`src/rtl/mem_port_arbiter.sv`:
```
// mem_port_arbiter: shares one single-ported data memory between the
// instruction-fetch requester (read only) and the load/store requester.
// The winning request is registered onto the memory port, held for MEM_LAT
// cycles, then completed with a one-cycle ack carrying the read data.
// ME has priority; IF is forced through after STARVE_LIMIT back-to-back ME
// grants made while IF was waiting.
// Optional build macro MEM_ARB_STATS_EN adds saturating 16-bit grant and
// conflict counters on three extra output ports.
module mem_port_arbiter #(
    parameter int unsigned MEM_LAT      = 1,
    parameter int unsigned STARVE_LIMIT = 4
) (
    input  logic        clock,
    input  logic        resetn,
    input  logic        if_req,
    input  logic [31:0] if_addr,
    output logic        if_ack,
    output logic [31:0] if_rdata,
    input  logic        me_req,
    input  logic        me_wmem,
    input  logic [31:0] me_addr,
    input  logic [31:0] me_wdata,
    output logic        me_ack,
    output logic [31:0] me_rdata,
    output logic [31:0] mem_addr,
    output logic        mem_wmem,
    output logic [31:0] mem_wdata,
    input  logic [31:0] mem_rdata,
`ifdef MEM_ARB_STATS_EN
    output logic [15:0] stat_if_grants,
    output logic [15:0] stat_me_grants,
    output logic [15:0] stat_conflicts,
`endif
    output logic        busy
);

    typedef enum logic [1:0] {
        ST_IDLE   = 2'd0,
        ST_ACCESS = 2'd1,
        ST_ACK    = 2'd2
    } state_t;

    // Counter reload and starvation threshold, sized to the 4-bit counters
    // (both parameters are limited to 1..15).
    localparam logic [3:0] LAT_RELOAD = 4'(MEM_LAT - 1);
    localparam logic [3:0] STARVE_MAX = 4'(STARVE_LIMIT);

    state_t      state_q,     state_d;
    logic [3:0]  cnt_q,       cnt_d;
    logic [3:0]  starve_q,    starve_d;
    logic        winner_me_q, winner_me_d;
    logic [31:0] mem_addr_q,  mem_addr_d;
    logic [31:0] mem_wdata_q, mem_wdata_d;
    logic        mem_wmem_q,  mem_wmem_d;
    logic        if_ack_q,    if_ack_d;
    logic        me_ack_q,    me_ack_d;
    logic [31:0] if_rdata_q,  if_rdata_d;
    logic [31:0] me_rdata_q,  me_rdata_d;
    logic        grant_if;
    logic        grant_me;

`ifdef MEM_ARB_STATS_EN
    logic [15:0] stat_if_q,   stat_if_d;
    logic [15:0] stat_me_q,   stat_me_d;
    logic [15:0] stat_conf_q, stat_conf_d;

    function automatic logic [15:0] stat_inc(input logic [15:0] v);
        return (v == 16'hFFFF) ? v : v + 16'd1;
    endfunction
`endif

    // Starvation count saturates at the limit so the forced IF grant stays
    // armed until IF actually wins.
    function automatic logic [3:0] starve_inc(input logic [3:0] v);
        return (v == STARVE_MAX) ? v : v + 4'd1;
    endfunction

    // Arbitration, memory-port sequencing and ack/read-data generation.
    always_comb begin
        state_d     = state_q;
        cnt_d       = cnt_q;
        starve_d    = starve_q;
        winner_me_d = winner_me_q;
        mem_addr_d  = mem_addr_q;
        mem_wdata_d = mem_wdata_q;
        mem_wmem_d  = mem_wmem_q;
        if_ack_d    = 1'b0;
        me_ack_d    = 1'b0;
        if_rdata_d  = if_rdata_q;
        me_rdata_d  = me_rdata_q;
        grant_if    = 1'b0;
        grant_me    = 1'b0;

        case (state_q)
            ST_IDLE: begin
                // ME wins unless IF is waiting and has been passed over
                // STARVE_LIMIT times in a row.
                if (me_req && !(if_req && (starve_q == STARVE_MAX))) begin
                    grant_me = 1'b1;
                end else if (if_req) begin
                    grant_if = 1'b1;
                end

                if (grant_me) begin
                    winner_me_d = 1'b1;
                    mem_addr_d  = me_addr;
                    mem_wdata_d = me_wdata;
                    mem_wmem_d  = me_wmem;
                    starve_d    = if_req ? starve_inc(starve_q) : 4'd0;
                    cnt_d       = LAT_RELOAD;
                    state_d     = ST_ACCESS;
                end else if (grant_if) begin
                    // Write data is left as-is on an IF grant; only the
                    // address and the write strobe matter for a fetch.
                    winner_me_d = 1'b0;
                    mem_addr_d  = if_addr;
                    mem_wmem_d  = 1'b0;
                    starve_d    = 4'd0;
                    cnt_d       = LAT_RELOAD;
                    state_d     = ST_ACCESS;
                end
            end

            ST_ACCESS: begin
                // Port is held stable; a write strobe held for several
                // cycles just rewrites the same word with the same data.
                if (cnt_q != 4'd0) begin
                    cnt_d = cnt_q - 4'd1;
                end else begin
                    state_d    = ST_ACK;
                    mem_wmem_d = 1'b0;
                    if (winner_me_q) begin
                        me_ack_d = 1'b1;
                        if (!mem_wmem_q) begin
                            me_rdata_d = mem_rdata;
                        end
                    end else begin
                        if_ack_d   = 1'b1;
                        if_rdata_d = mem_rdata;
                    end
                end
            end

            ST_ACK: begin
                // Ack lasts exactly one cycle; a request still high in the
                // following IDLE cycle is arbitrated as a new one.
                state_d = ST_IDLE;
            end

            default: begin
                state_d = ST_IDLE;
            end
        endcase
    end

`ifdef MEM_ARB_STATS_EN
    // Grant and conflict statistics, updated on every IDLE grant.
    always_comb begin
        stat_if_d   = stat_if_q;
        stat_me_d   = stat_me_q;
        stat_conf_d = stat_conf_q;
        if (grant_if) begin
            stat_if_d = stat_inc(stat_if_q);
        end
        if (grant_me) begin
            stat_me_d = stat_inc(stat_me_q);
        end
        if ((grant_if || grant_me) && if_req && me_req) begin
            stat_conf_d = stat_inc(stat_conf_q);
        end
    end

    // Statistics registers; cleared by reset.
    always_ff @(posedge clock) begin
        if (!resetn) begin
            stat_if_q   <= 16'd0;
            stat_me_q   <= 16'd0;
            stat_conf_q <= 16'd0;
        end else begin
            stat_if_q   <= stat_if_d;
            stat_me_q   <= stat_me_d;
            stat_conf_q <= stat_conf_d;
        end
    end

    assign stat_if_grants = stat_if_q;
    assign stat_me_grants = stat_me_q;
    assign stat_conflicts = stat_conf_q;
`endif

    // State and datapath registers; reset abandons any access without an ack.
    always_ff @(posedge clock) begin
        if (!resetn) begin
            state_q     <= ST_IDLE;
            cnt_q       <= 4'd0;
            starve_q    <= 4'd0;
            winner_me_q <= 1'b0;
            mem_addr_q  <= 32'd0;
            mem_wdata_q <= 32'd0;
            mem_wmem_q  <= 1'b0;
            if_ack_q    <= 1'b0;
            me_ack_q    <= 1'b0;
            if_rdata_q  <= 32'd0;
            me_rdata_q  <= 32'd0;
        end else begin
            state_q     <= state_d;
            cnt_q       <= cnt_d;
            starve_q    <= starve_d;
            winner_me_q <= winner_me_d;
            mem_addr_q  <= mem_addr_d;
            mem_wdata_q <= mem_wdata_d;
            mem_wmem_q  <= mem_wmem_d;
            if_ack_q    <= if_ack_d;
            me_ack_q    <= me_ack_d;
            if_rdata_q  <= if_rdata_d;
            me_rdata_q  <= me_rdata_d;
        end
    end

    assign if_ack    = if_ack_q;
    assign me_ack    = me_ack_q;
    assign if_rdata  = if_rdata_q;
    assign me_rdata  = me_rdata_q;
    assign mem_addr  = mem_addr_q;
    assign mem_wdata = mem_wdata_q;
    assign mem_wmem  = mem_wmem_q;
    assign busy      = (state_q != ST_IDLE);

endmodule
```
`config.mk`:
```
export PLATFORM = sky130hd
export DESIGN_NAME = mem_port_arbiter
export DESIGN_NICKNAME = d
export VERILOG_FILES = /design/src/rtl/mem_port_arbiter.sv
export SDC_FILE = /design/constraint.sdc
export NUM_CORES = 1
export LEC_CHECK = 0
export CAP_MARGIN = 10
export CORE_MARGIN = 2
export CORE_UTILIZATION = 25
export CTS_BUF_LIST = sky130_fd_sc_hd__clkbuf_8
export CTS_CLUSTER_SIZE = 25
export DETAILED_ROUTE_END_ITERATION = 10
export SLEW_MARGIN = 20
export SYNTH_ARGS = -nofsm -noshare
export SYNTH_HDL_FRONTEND = slang
export SYNTH_SLANG_ARGS = --single-unit
```
`constraint.sdc`:
```
create_clock -name clock -period 1.7 [get_ports clock]
set_clock_uncertainty 0.1 [all_clocks]
set_input_delay 0.425 -clock clock [delete_from_list [all_inputs] [get_ports clock]]
set_output_delay 0.425 -clock clock [all_outputs]
set_load 0.05 [all_outputs]
```
After elaboration in Yosys (flattened, before gate mapping)
Index checks and enable logic that the tools add are counted.
{ "op_classes": {"addsub": 2, "n_eq_ne": 6, "mux": 25, "n_bitwise": 5, "n_reduce_logical": 17} }
{ "op_table": {"columns": ["op", "count"], "rows": [
  ["32-bit 2-to-1 mux", 2],
  ["4-bit 2-to-1 mux", 6],
  ["3-bit AND reduction", 4],
  ["1-bit 2-to-1 mux", 11],
  ["4-bit case mux with 2 select lines", 1],
  ["2-bit 2-to-1 mux", 3],
  ["3-bit != test, second input constant", 2],
  ["2-bit AND reduction", 3],
  ["2-bit nonzero test", 3],
  ["1-bit inverter", 5],
  ["4-bit by 1-bit adder with 4-bit output, second input constant", 1],
  ["4-bit by 3-bit equality test with 1-bit output, second input constant", 1],
  ["2-bit != test, second input constant", 2],
  ["2-bit case mux with 2 select lines", 1],
  ["4-bit AND reduction", 1],
  ["4-bit nonzero test", 1],
  ["4-bit by 1-bit subtractor with 4-bit output, second input constant", 1],
  ["3-bit OR reduction", 1],
  ["2-bit by 1-bit equality test with 1-bit output, second input constant", 1],
  ["1-bit logical AND", 2],
  ["2-bit zero test", 1],
  ["1-bit case mux with 2 select lines", 1],
  ["1-bit zero test", 1]
]} }
{ "totals": {"ff_bits": 142, "in_bits": 133} }

Longest topological paths before layout
Gate-level depths: netlist of run 1.
{ "depth": {"ltp_word": 9, "ltp_mapped": 9, "ltp_nobuf": 6} }

Worst setup path after synthesis of run 1
Ideal clock, no wire load.
{ "synth_timing": {"path_kind": "reg2reg", "startpoint": "reg cnt_q[0]", "endpoint": "reg if_rdata_q[11], in the netlist if_rdata[11]", "t_arrival_ns": 1.555, "required_time_ns": 1.481, "setup_slack_ns": -0.074, "path_stages_with_launch": 9, "cell_sequence": "dfxtp_1 -> inv_1 -> ha_1 -> or3b_1 -> buf_6 -> nor3_2 -> buf_4 -> buf_2 -> o21ai_1"} }
{ "synth_via": {"elab_chain_len": 3} }
{ "synth_rtl": {"columns": ["item", "line", "rtl"], "rows": [
  ["start, declared", "49", "logic [3:0] cnt_q, cnt_d;"],
  ["start signal, assigned", "207", "cnt_q <= cnt_d;"],
  ["4-bit nonzero test", "127", "if (cnt_q != 4'd0) begin"],
  ["1-bit inverter (no source line)", null, null],
  ["3-bit AND reduction (no source line)", null, null],
  ["end signal, assigned", "215", "if_rdata_q <= if_rdata_d;"],
  ["end, declared", "57", "logic [31:0] if_rdata_q, if_rdata_d;"]
]} }
Every way passes these cells.
A chain may end at the register's enable or synchronous reset.

Worst setup path in the final report of run 1
{ "layout_timing": {"startpoint": "reg cnt_q[0]", "endpoint": "reg me_rdata_q[12], in the netlist me_rdata[12]"} }
{ "layout_via": {"elab_chain_len": 3} }
{ "layout_rtl": {"columns": ["item", "line", "rtl"], "rows": [
  ["4-bit nonzero test", "127", null],
  ["1-bit inverter (no source line)", null, null],
  ["4-bit AND reduction (no source line)", null, null],
  ["end signal, assigned", "216", "me_rdata_q <= me_rdata_d;"],
  ["end, declared", "58", "logic [31:0] me_rdata_q, me_rdata_d;"]
]} }
Every way passes these cells.

==> results of run 1 <==
==> synth_stat cells, types with 2 or more instances <==
cell      instances  share of area
nor2_1            5         0.0034
buf_6             5          0.010
ha_1              4         0.0090
dfxtp_1         142           0.51
and3_1            2         0.0023
nand3_1          69          0.062
mux2i_1          64           0.12
o21ai_1          30          0.027
xor2_1            2         0.0032
o21ai_0          70          0.063
nor3_1            3         0.0027
clkbuf_1         29          0.020
buf_2             6         0.0054
nand4_1           2         0.0023
nand2_1         169           0.11
buf_1             4         0.0027
buf_12            3          0.011
inv_1             6         0.0041
==> repair_timing <==
action                     CTS  global route
setup endpoints to repair   64           101
hold endpoints to repair     0             0
buffers inserted             1             2
resized for setup            9            21
cloned                       1             3
pin swaps                    1             2
==> how the worst max path moves through the flow <==
stage                     cells after the start            end  startpoint
after floorplan                               9   me_rdata[10]    cnt_q[0]
after global placement                        6   mem_addr[13]      if_req
after detailed placement                      7  mem_wdata[17]      if_req
after CTS                                     8   if_rdata[29]    cnt_q[0]
after global routing                          8   if_rdata[27]    cnt_q[0]
final                                         7   me_rdata[12]    cnt_q[0]
==> cell usage in the layout, fill, tap and decap left out, drive strengths merged, types with 2 or more instances in the layout <==
master / Yosys / final
buf: 19 / 179
nand2: 169 / 169
dfxtp: 142 / 142
clkdlybuf4s50: 0 / 131
o21ai: 100 / 100
nand3: 69 / 69
mux2i: 64 / 64
clkbuf: 30 / 20
inv: 6 / 11
nor2: 6 / 6
bufinv: 0 / 5
nor3: 4 / 4
ha: 4 / 4
and3: 3 / 3
clkinv: 0 / 3
nand4: 2 / 2
xor2: 2 / 2
clkinvlp: 0 / 2
a21boi: 2 / 2
and2: 2 / 2
==> report_power, final <==
group          internal [mW]  switching, mW  total [mW]
Clock                   1.75           1.39        3.13
Sequential              3.55          0.230        3.78
Combinational           1.38           1.33        2.71
Total                   6.68           2.94        9.62
==> metal layers <==
metal / vias to the layer above / track usage / part of all wire
li1: 2707 / - / -
met1: 2339 / 0.171 / 0.44
met2: 222 / 0.220 / 0.45
met3: 21 / 0.0601 / 0.092
met4: 0 / 0.0485 / 0.015
met5: - / 0 / 0
==> logic make-up (layout without fill, tap and decap cells) <==
| family | after synthesis | after routing |
|---|---|---|
| and+or+nand+nor | 262 | 262 |
| DFF | 142 | 142 |
| AOI/OAI and AO/OA | 106 | 106 |
| muxes | 64 | 64 |
| buffers and inverters | 55 | 351 |
| adders and majority gates | 4 | 4 |
| xor gates and xnor gates | 3 | 3 |
==> worst reg2reg max path, delay by kind of cell (launching register included) <==
family | cells | cell delay (ns)
fa+ha+maj | 1 | 0.12
buf+inv | 2 | 0.31
flops | 1 | 0.32
mux | 1 | 0.12
simple gates | 3 | 0.73
==> area by class of cell <==
cell class,count,area [um^2]
clock buffers,17,234
well taps,280,350
flip-flops and latches,142,2850
inverters,6,25.0
multi-input cells,439,2490
repair buffers,313,4560
clock inverters,15,218
fillers,2005,11100
==> state kept, by name, indices dropped and copies added, names as in the netlist <==
register and count:
if_rdata 32, mem_wmem 1, winner_me_q 1, me_ack 1, state_q 2, mem_addr 32
if_ack 1, cnt_q 4, mem_wdata 32, starve_q 4, me_rdata 32
==> metrics by stage <==
step	std cells	setup TNS (ns)	cell area, um^2	hold slack, ns	power (mW)
final	1212	-3.70	10700	0.387	9.62
after floorplan	636	-1.38	5560	0.373	4.95
after CTS	1207	-0.983	10600	0.376	9.71
after detailed placement	1173	-26.32	10100	0.379	6.51
after global routing	1212	-9.33	10700	0.395	10.0
after global placement	1173	-21.32	10100	0.374	6.49
==> impl_results.md, run 1 <==
- Syn_area_per_cell: 8.74 um^2
- Drt first pass iters: 4
- Initial Utilization: 0.255
- Cts hold-fix bufs: 0
- Clock Sinks: 142
- Status: finished, violations left
- Ys Warns: 0
- Sequential area share after synthesis: 0.511
- Final min period: 1.81 ns
- Crit-path max FO: 8
- CP delay by family, top: simple AND/OR/NAND/NOR gates
- H-tree depth: 4
- Worst slack, placed: -0.320 ns
- Initial DRC count: 168
- Share of post-route cells with drive strength above 1: 0.255
- Synth cell types: 39
- Most used DFF post-synth: dfxtp_1
- Peak VDD IR: 0.000637 V
- Hold Path Sink: if_rdata[25]
- Worst skew pair latency: 0.44 ns
- Wire length per cell: 13.9 um
- Slowest-stage cell, CP: or3b_4
- Largest family of logic cells by synthesized area: simple AND/OR/NAND/NOR gates
- Total global-route track usage: 0.140
- Post-Synthesis Cells: 636
- Initial antenna violation count: 0
- Number of flops mapped to enable cells by yosys: 0
- Max-slew headroom: 0.818
- Mapped Area: 5560 um^2
- Clock buffer depth: 2
- Vias in the first global route: 4983
- CTS tree: done
- Die width: 153 um
- Xor/xnor share of the synthesized area: 0.00473
- Io pins: 265
- FF-to-FF setup slack: -0.11 ns
- Pin count of the biggest net entering global routing: 63
- FF+latch count, synth: 142
- Fin nets: 1056
- Cell depth of the worst hold path: 2
- Drt drc: 0
- Critical Path Sink Type: flip-flop
- Min-delay worst type: reg2reg
- Hold Vio Cnt, Final: 0
- RSZ-0062 raised after global routing: yes
- Area growth syn-to-layout: 93.1%
- Synth Area in Adders: 0.00900
- Vias: 5289
- Failing checks: negative setup slack
- Worst-Margin Slew: 0.274 ns
- Slowest stage delay, CP: 0.41 ns
- WP buf/inv: 2
- Synth Area in Simple Gates: 0.205
- Compound-Gate Fraction of Synth Area: 0.0993
- Hold wc startpoint: if_rdata[25]
- Port buffer count: 264
- Synth async-reset ratio: 0
- Vias per Instance: 4.36
- Root Buffer Master: clkbuf_8
- Arr. time, crit path: 2.04 ns
- Worst r2r path cells: 7
- Critical Path Start Type: flip-flop
- Power Dens Cells: 897 nW/um^2
- Static Leakage: 4.45 nW
- Site Rows: 54
- Die ar.: 23400 um^2
- Final setup vio count: 65
- Period Utilization, post-route: 1.06
- Estimated wirelength of the detail-placed design: 12600 um
- GRT overflow: 0
- CTS clk-pin slew, worst paths: 0.08 ns
- Max Freq: 553 MHz
- Worst r2r src: cnt_q[0]
- ANT nets after route: 0
- Final worst slack: -0.107 ns
- Final Max Slew Viols: 0
- Worst EP required: 1.93 ns
- WL final: 16900 um
- Critical path class: reg2reg
- CTS buffer count: 17
- Multiplexer share of the synthesized area: 0.115
- Antenna Cells: 0
- Fin util: 0.492
- Cells along the critical path: inv_2 -> ha_4 -> or3b_4 -> nor2_4 -> nand3b_4 -> clkbuf_16 -> mux2i_1
- GPL Wtd Cong: 0.747
- Die Height: 153 um
- Maxcap violations: 0
- Syn nets: 773
- Core ar.: 21800 um^2
- First-pass GRT wire length: 26000 um
- RR Endpoint: me_rdata[12]
(Power assumes the default switching activity.)
==> run 2, diff against run 1 <==
--- a/config.mk
+++ b/config.mk
@@ -6,5 +6,6 @@
 export NUM_CORES = 1
 export LEC_CHECK = 0
-export CAP_MARGIN = 10
+export CAP_MARGIN = 30
+export CORE_ASPECT_RATIO = 0.5
 export CORE_MARGIN = 2
 export CORE_UTILIZATION = 25
==> constraint.sdc (replaced) <==
create_clock -name clock -period 1.7 [get_ports clock]
set_clock_uncertainty 0.1 [all_clocks]
set_input_delay 0.17 -clock clock [delete_from_list [all_inputs] [get_ports clock]]
set_output_delay 0.17 -clock clock [all_outputs]
set_load 0.05 [all_outputs]
==> impl_results.md, run 2 (synthesis gave the netlist of run 1 again) <==
- Hold_ws: 0.118 ns
- Hold Vio Cnt, Final: 0
- Static Leakage: 4.02 nW
- Peak VDD IR: 0.000402 V
- Clock buffer depth: 2
- Max-slew headroom: 0.598
- Worst EP required: 1.94 ns
- Critical Path Sink Type: flip-flop
- First-pass GRT wire length: 25800 um
- Post-DP Area: 8240 um^2
- Clock Sinks: 142
- Final min period: 1.78 ns
- H-tree depth: 4
- Wire length per cell: 14.3 um
- Worst skew pair latency: 0.44 ns
- Cells along the critical path: inv_2 -> ha_4 -> or3b_4 -> nor3_4 -> buf_12 -> buf_12 -> clkbuf_16 -> o21ai_1
- Initial DRC count: 234
- Cts hold-fix bufs: 0
- GPL Wtd Cong: 0.741
- Most frequent cell on the critical path: buf_12
- Inst Count DP: 1172
- Fin util: 0.421
- Vias: 5362
- Die width: 215 um
- CTS buffer count: 17
- Final Max Slew Viols: 0
- Cell depth of the worst hold path: 3
- Worst r2r path cells: 8
- Period Utilization, post-route: 1.05
- Vias per Instance: 4.39
- Drt drc: 0
- Initial antenna violation count: 0
- Root Buffer Master: clkbuf_8
- Final worst slack: -0.0785 ns
- Most common cell after layout, fill and taps aside: nand2_1
- Slowest stage delay, CP: 0.40 ns
- Min-delay worst type: in2reg
- WL final: 17400 um
- Failing checks: negative setup slack
- Final setup vio count: 49
- Status: finished, violations left
- Core ar.: 21700 um^2
- Arr. time, crit path: 2.01 ns
- Antenna Cells: 0
- Vias in the first global route: 5066
- Fin nets: 1046
- Critical Path Start Type: flip-flop
- Power Dens Cells: 941 nW/um^2
- Design area: 9140 um^2
- Initial Utilization: 0.256
- Final-layout fill cell count: 2185
- Slowest-stage cell, CP: or3b_4
- ANT nets after route: 0
- Non-Filler Instances: 1222
- Port buffer count: 264
- Die Height: 109 um
- Estimated wirelength of the detail-placed design: 11800 um
- CTS clk-pin slew, worst paths: 0.09 ns
- Critical path class: reg2reg
- Drt first pass iters: 7
- GRT overflow: 0
- Worst-Margin Slew: 0.603 ns
- Leading cell types in the layout, fill and taps excluded: 167 x nand2_1, 147 x buf_4, 138 x dfxtp_1
- Share of post-route cells with drive strength above 1: 0.272
- Site Rows: 38
- CTS tree: done
- Area growth syn-to-layout: 64.5%
- Maxcap violations: 0
- Die ar.: 23500 um^2
- Total global-route track usage: 0.138
- RSZ-0062 raised after global routing: yes
- Pin count of the biggest net entering global routing: 103
- Crit-path max FO: 8
- Max Freq: 562 MHz
- Io pins: 265
==> run 2: changes by cell type in the layout (fill, tap and decap cells not counted), moves of 5 or more <==
cell / previous run / this run
o21ai_2: 2 / 23
o21ai_0: 68 / 60
clkbuf_16: 3 / 8
buf_12: 143 / 10
buf_4: 30 / 147
o21ai_1: 30 / 17
==> run 2: metal layers <==
metal / global-route usage / routed length (um) / up-vias
li1: - / - / 2703
met1: 0.158 / 7490 / 2501
met2: 0.242 / 8560 / 121
met3: 0.0343 / 811 / 37
met4: 0.0749 / 557 / 0
met5: 0 / 0 / -
==> run 2: metrics by stage <==
step           TNS (ns)  power [mW]  setup WS, ns
6_report          -1.65        8.60       -0.0785
3_5_place_dp      -8.58        5.80        -0.123
5_1_grt           -5.46        9.07        -0.135
2_1_floorplan     -1.38        4.95       -0.0397
4_1_cts           -1.98        8.60       -0.0764
3_3_place_gp      -3.92        5.77       -0.0611
==> run 2: timing repair <==
action	CTS	global route
setup buffers	3	3
gates resized for setup	11	46
cloned	2	10
pin swaps	10	16
setup endpoints to repair	67	96
==> run 2: where the power goes <==
group          internal [mW]  total [mW]  switching (mW)  leakage, nW
clock network           1.20        2.67            1.47        0.180
logic                  0.917        2.27            1.35         2.68
registers               3.55        3.67           0.122         1.16
==> run 2: final timing paths <==
kind / slack, ns / endpoint / startpoint
setup reg to reg: -0.08 / if_rdata[10] / cnt_q[0]
hold reg to reg: 0.36 / mem_wdata[25] / mem_wdata[25]
hold / removal: 0.12 / cnt_q[1] / resetn
setup / recovery: -0.08 / if_rdata[10] / cnt_q[0]
==> run 2: layout make-up <==
| class | count | area [um^2] | area share |
|---|---|---|---|
| inverter | 6 | 22.5 | 0.00246 |
| tap | 300 | 375 | 0.0411 |
| clock inverter | 15 | 151 | 0.0166 |
| multi-input combinational | 439 | 2560 | 0.280 |
| sequential | 142 | 2850 | 0.312 |
| timing repair buffer | 303 | 2950 | 0.322 |
| clock buffer | 17 | 234 | 0.0256 |
==> run 2: critical path, delay by kind of cell (launching register included) <==
family                     cells  cell delay, ns
DFF                            1            0.33
buffers and inverters          4            0.49
adders and majority gates      1            0.12
and+or+nand+nor                2            0.56
AOI/OAI and AO/OA              1            0.05
